## config.mk

```make
export PLATFORM = sky130hd
export DESIGN_NAME = window_serializer
export DESIGN_NICKNAME = d
export VERILOG_FILES = /design/src/rtl/window_serializer.sv
export SDC_FILE = /design/constraint.sdc
export NUM_CORES = 1
export LEC_CHECK = 0
export CORE_MARGIN = 2
export CORE_UTILIZATION = 50
export CTS_CLUSTER_DIAMETER = 60
export DETAILED_ROUTE_END_ITERATION = 10
export GPL_ROUTABILITY_DRIVEN = 0
export PLACE_DENSITY_LB_ADDON = 0.1
export SYNTH_ARGS = -nofsm -noshare
export SYNTH_HDL_FRONTEND = slang
export SYNTH_SLANG_ARGS = --single-unit
```

## constraint.sdc

```tcl
create_clock -name clk -period 4 [get_ports clk]
set_clock_uncertainty 0.1 [all_clocks]
set_input_delay 1.2 -clock clk [delete_from_list [all_inputs] [get_ports clk]]
set_output_delay 1.2 -clock clk [all_outputs]
set_load 0.1 [all_outputs]
```

## src/rtl/window_serializer.sv

```systemverilog
// Purpose : turns one parallel KERNEL_SIZE x KERNEL_SIZE window into a serial element stream.
// Latency : first element on the cycle after the load edge; N cycles per window at full rate.
// Backpr. : out_ready=0 freezes idx/serial_out/last, write_en stays high; a new window is
//           accepted in IDLE or on the final transfer, so windows run back-to-back without gaps.
//
// Ports:
//   clk        rising-edge clock
//   reset      asynchronous active-low reset
//   load       upstream valid; window_in captured on load && load_ready
//   window_in  flattened window, element j at [BITS*j +: BITS]
//   load_ready block can accept a window this cycle (combinational from out_ready)
//   out_ready  downstream accepts serial_out this cycle
//   write_en   serial_out valid
//   serial_out current element
//   last       high while element N-1 is presented
//   done       one-cycle pulse after element N-1 transfers
module window_serializer #(
    parameter int BITS        = 9,
    parameter int KERNEL_SIZE = 3
) (
    input  logic                                clk,
    input  logic                                reset,
    input  logic                                load,
    input  logic [KERNEL_SIZE*KERNEL_SIZE*BITS-1:0] window_in,
    output logic                                load_ready,
    input  logic                                out_ready,
    output logic                                write_en,
    output logic [BITS-1:0]                     serial_out,
    output logic                                last,
    output logic                                done
);

    localparam int N     = KERNEL_SIZE * KERNEL_SIZE;
    localparam int IDX_W = (N > 1) ? $clog2(N) : 1;
    localparam logic [IDX_W-1:0] LAST_IDX = IDX_W'(N - 1);

    typedef enum logic {
        IDLE  = 1'b0,
        SHIFT = 1'b1
    } state_t;

    state_t           r_state;
    state_t           w_state_nxt;
    logic [IDX_W-1:0] r_idx;
    logic [IDX_W-1:0] w_idx_nxt;
    logic [BITS-1:0]  r_buf [N];
    logic             r_done;

    logic             w_last;
    logic             w_xfer;
    logic             w_end;
    logic             w_capture;

    // Handshake terms shared by the FSM and the datapath.
    always_comb begin
        w_last     = (r_state == SHIFT) && (r_idx == LAST_IDX);
        w_xfer     = (r_state == SHIFT) && out_ready;
        w_end      = w_xfer && w_last;
        // Gated by reset so the block reports not-ready while held in reset,
        // even though the state register already reads IDLE.
        load_ready = reset && ((r_state == IDLE) || (w_last && out_ready));
        w_capture  = load && load_ready;
    end

    // Next-state / index logic.
    always_comb begin
        w_state_nxt = r_state;
        w_idx_nxt   = r_idx;
        case (r_state)
            IDLE: begin
                if (w_capture) begin
                    w_state_nxt = SHIFT;
                    w_idx_nxt   = '0;
                end
            end
            SHIFT: begin
                if (w_end) begin
                    // Final element leaves: either chain straight into the
                    // next window or fall back to IDLE.
                    w_idx_nxt   = '0;
                    w_state_nxt = w_capture ? SHIFT : IDLE;
                end else if (w_xfer) begin
                    w_idx_nxt = r_idx + IDX_W'(1);
                end
            end
            default: begin
                w_state_nxt = IDLE;
                w_idx_nxt   = '0;
            end
        endcase
    end

    always_ff @(posedge clk or negedge reset) begin
        if (!reset) begin
            r_state <= IDLE;
            r_idx   <= '0;
            r_done  <= 1'b0;
        end else begin
            r_state <= w_state_nxt;
            r_idx   <= w_idx_nxt;
            r_done  <= w_end;
        end
    end

    // Window buffer: only written on an accepted load, so a load while busy
    // leaves the window being streamed untouched.
    always_ff @(posedge clk or negedge reset) begin
        if (!reset) begin
            for (int j = 0; j < N; j++) begin
                r_buf[j] <= '0;
            end
        end else if (w_capture) begin
            for (int j = 0; j < N; j++) begin
                r_buf[j] <= window_in[BITS*j +: BITS];
            end
        end
    end

    always_comb begin
        write_en   = (r_state == SHIFT);
        serial_out = (r_state == SHIFT) ? r_buf[r_idx] : '0;
        last       = w_last;
        done       = r_done;
    end

endmodule

```

==> results by stage <==
Detailed routing:
- The number of nets still failing antenna checks after routing is 0.
- The first TritonRoute pass finished after 4 iterations.
- For this run, design rule violations remaining after detail routing come to 0.
- The number of vias in the routed layout is 2625.
- The wire length after detailed routing is 8490 microns.
- The violation count after the first detailed-routing iteration is 80.
- In the final routed layout, each cell accounts on average for 17.6 microns.
- Using the TritonRoute via totals, the vias-per-cell ratio works out to 5.43.

Finish:
- The repair_antennas step left the layout with diodes totalling 0.
- The leading cell type in the layout, fill and taps excluded is dfrtp_1.
- The multi-input logic area is 0.00179 sq mm.
- The layout cell share with drive strength beyond 1 is around a third.
- The sequential cell area is 0.00218 sq mm.
- The top cell types in the final layout, fill and taps aside, are dfrtp_1 (86), clkdlybuf4s50_1 (84), mux2_2 (73).
- The number of filler cells placed in the layout is roughly 600.
- The number of nets in the layout is 461.
- Relative to the synthesized area, the layout overhead comes to 32.6%.
- The finished cells cover 0.00544 sq mm.

Floorplanning:
- The number of standard-cell rows in the floorplan is 33.
- The count of boundary I/O pins is 98.
- The initial utilization of the core area, before any placement, comes to 50.7%.
- The die covers 0.00894 sq mm.
- The die extent in y is 94.6 microns.
- The die is 94.6 microns wide.
- The area of the placeable core is 0.00809 sq mm.

Clock tree:
- The clock drives just under 90 sinks.
- The clock-pin transition on the worst setup and hold timing paths is 80 ps.
- In this run the number of H-tree levels came out at 3.
- The TritonCTS clock tree is built.
- The deepest clock path buffer count is 2.
- Counting the buffers created by CTS gives 9.
- In this run the clock root is driven by a clkbuf_8.
- The cts-stage hold buffer count is 0.
- The clock latency on the worst-skew pair is about 340 ps.

Global routing:
- The first global-routing pass estimated 13400 microns of wire.
- The initial antenna violation count is 0.
- For this run the aggregate overflow at the end of global routing stands at 0.
- The number of global-route vias before repair is about 2600.
- The total global-route track usage is 20.0%.
- The largest net degree at the start of global routing is between 80 and 90.

Synthesis:
- Yosys printed 0 warnings.
- The average footprint of a synthesized cell is 14.8 sq um.
- Of the synthesized area, sequential elements account for ~53%.
- The cell count after synthesis came out at 278.
- The net count after synthesis is 365.
- The mapped netlist covers 0.00410 sq mm.
- Counting distinct cell types in the post-synthesis netlist gives 27.
- Counting flops and latches in the post-synthesis netlist gives 87.

Critical path:
- In this run the worst path has a maximum fanout of 5.
- The data arrival time at the worst-slack endpoint is 2470 ps.
- The critical path start-end classification is input port to output port.
- The endpoint kind of the worst setup timing path is an output port.
- The required time of the critical path is 2700 ps.
- The type of origin of the critical path is an input port.

Placed design:
- The placed instances occupy a cell area of 0.00522 sq mm.
- The port buffer count is 97.
- The sum of net half-perimeters after detailed placement is 5930 microns.

Timing:
- Setup repair after global routing left no endpoint under its margin.
- The final setup violation count is 0.
- The number of endpoints with negative hold slack in the final report is 0.
- The final-layout setup total negative slack is 0 ps.
- The final critical path time including I/O delays and setup is roughly 3800 ps.
- Headroom to the max-slew limit came out at 35.6%.
- The max-slew violation count is 0.
- The upper clock frequency limit is 265 MHz.
- The pin slew with the least headroom to its limit is roughly 960 ps.
- Dividing the final minimum period by the clock period gives 94.3%.

Min path:
- The class of the worst hold path is flop to flop.

Power:
- The power density over the cells is roughly 840 mW/mm^2.
- Of the total power, the clock network draws 14.3%.
- The relative contribution of combinational cells to total power is 49.4%.
- The net switching power of the design is 1810 uW.
- Per report_power, the sequential group accounts for 36.3% of the total.
- Net switching is 39.5% of the power.
- The peak supply drop is 0.352 mV.
- The analysis attributes to cell leakage a power of ~0.0023 uW.
- The internal cell power is roughly 2800 uW.

Status:
- The flow ran to the end, and the final reports show no timing, DRC or antenna violations.

Job:
- Max-cap violations in this run came to 0.
[kinds of logic (layout without fill, tap and decap cells)]
family                     Yosys count  count (layout)  share of synthesized area [%]
AOI/OAI and AO/OA                   34              34                           5.98
and+or+nand+nor                     26              26                           3.84
buffers and inverters               20             120                           4.03
DFF                                 87              87                           53.1
adders and majority gates            2               2                          0.610
muxes                              109             109                           32.5
[flip-flops by register name, summed over array words and instances (netlist names)]
name / cells
done: 1
r_buf: 81
r_idx: 4
write_en: 1
[through the flow]
stage                     std cells  setup WS [ps]  utilization (%)  hold slack (ps)  power (uW)
after floorplan                 278          -80.5                -              349        3280
after global placement          468            240             64.5              360        3910
after detailed placement        468            230             64.5              375        3980
after CTS                       483           77.4             67.2              394        4640
after global routing            483            140             67.2              416        4830
final                           483            229             67.2              393        4590
[worst paths after layout]
| kind | cells past startpoint | start | to | slack (ps) |
|---|---|---|---|---|
| worst max-delay path | 5 | out_ready | load_ready | 230 |
| worst min-delay path | 1 | r_buf[63] | r_buf[63] | 390 |
| worst max register to register | 6 | r_idx[0] | r_buf[9] | 1460 |
| worst min register to register | 1 | r_buf[63] | r_buf[63] | 390 |
| max in group asynchronous | 3 | reset | r_buf[73] | 1930 |
| min in group asynchronous | 2 | reset | r_buf[17] | 730 |
[layer usage]
layer	up-vias	part of all wire (%)	routed length, microns	GRT usage [%]
met5	-	0	0	0
met4	0	1.3	112	7.37
met3	11	4.8	410	3.59
met2	71	48	4090	31.7
met1	1321	46	3880	27.9
li1	1222	-	-	-
[power by group through the flow]
stage	Combinational (uW)	Clock [uW]	Sequential [uW]
global placement	2250	0	1660
CTS	2300	671	1670
detailed placement	2300	0	1690
finish	2270	656	1670
floorplan	1720	0	1550
global route	2400	706	1730
[Yosys cell counts (all sizes together)]
cell | instances | area share, %
dfrtp | 87 | 53
mux2 | 81 | 22
mux2i | 19 | 4.6
nand2 | 15 | 1.4
buf | 11 | 3.2
o21ai | 11 | 1.3
a21boi | 10 | 1.8
a221oi | 9 | 1.9
mux4 | 9 | 5.6
clkbuf | 6 | 0.55
and2 | 3 | 0.46
inv | 3 | 0.27
ha | 2 | 0.61
nand3 | 2 | 0.24
o22ai | 2 | 0.31
a21o | 1 | 0.18
a21oi | 1 | 0.40
and4b | 1 | 0.24
nand4b | 1 | 0.58
nor2 | 1 | 0.091
nor2b | 1 | 0.15
nor3b | 1 | 0.18
nor4 | 1 | 0.52
[repair_timing]
action                                  CTS  global route
endpoints found under the setup margin    0             3
resized for setup                         0             1
buffers inserted                          0             0
[critical path, cell delays in order]
cell             delay, ps
clkdlybuf4s50_1        560
nand4b_4               150
nand2_1                180
and2_1                 200
buf_12                 180
[final cells by class]
cell class              instances  share of cell area (%)
flip-flops and latches         87                    40.1
well taps                     105                    2.42
clock buffers                  11                    2.60
multi-input cells             171                    32.9
repair buffers                102                    20.5
inverters                       3                   0.207
clock inverters                 4                    1.29
No activity file was read; power rests on OpenSTA's default activity.
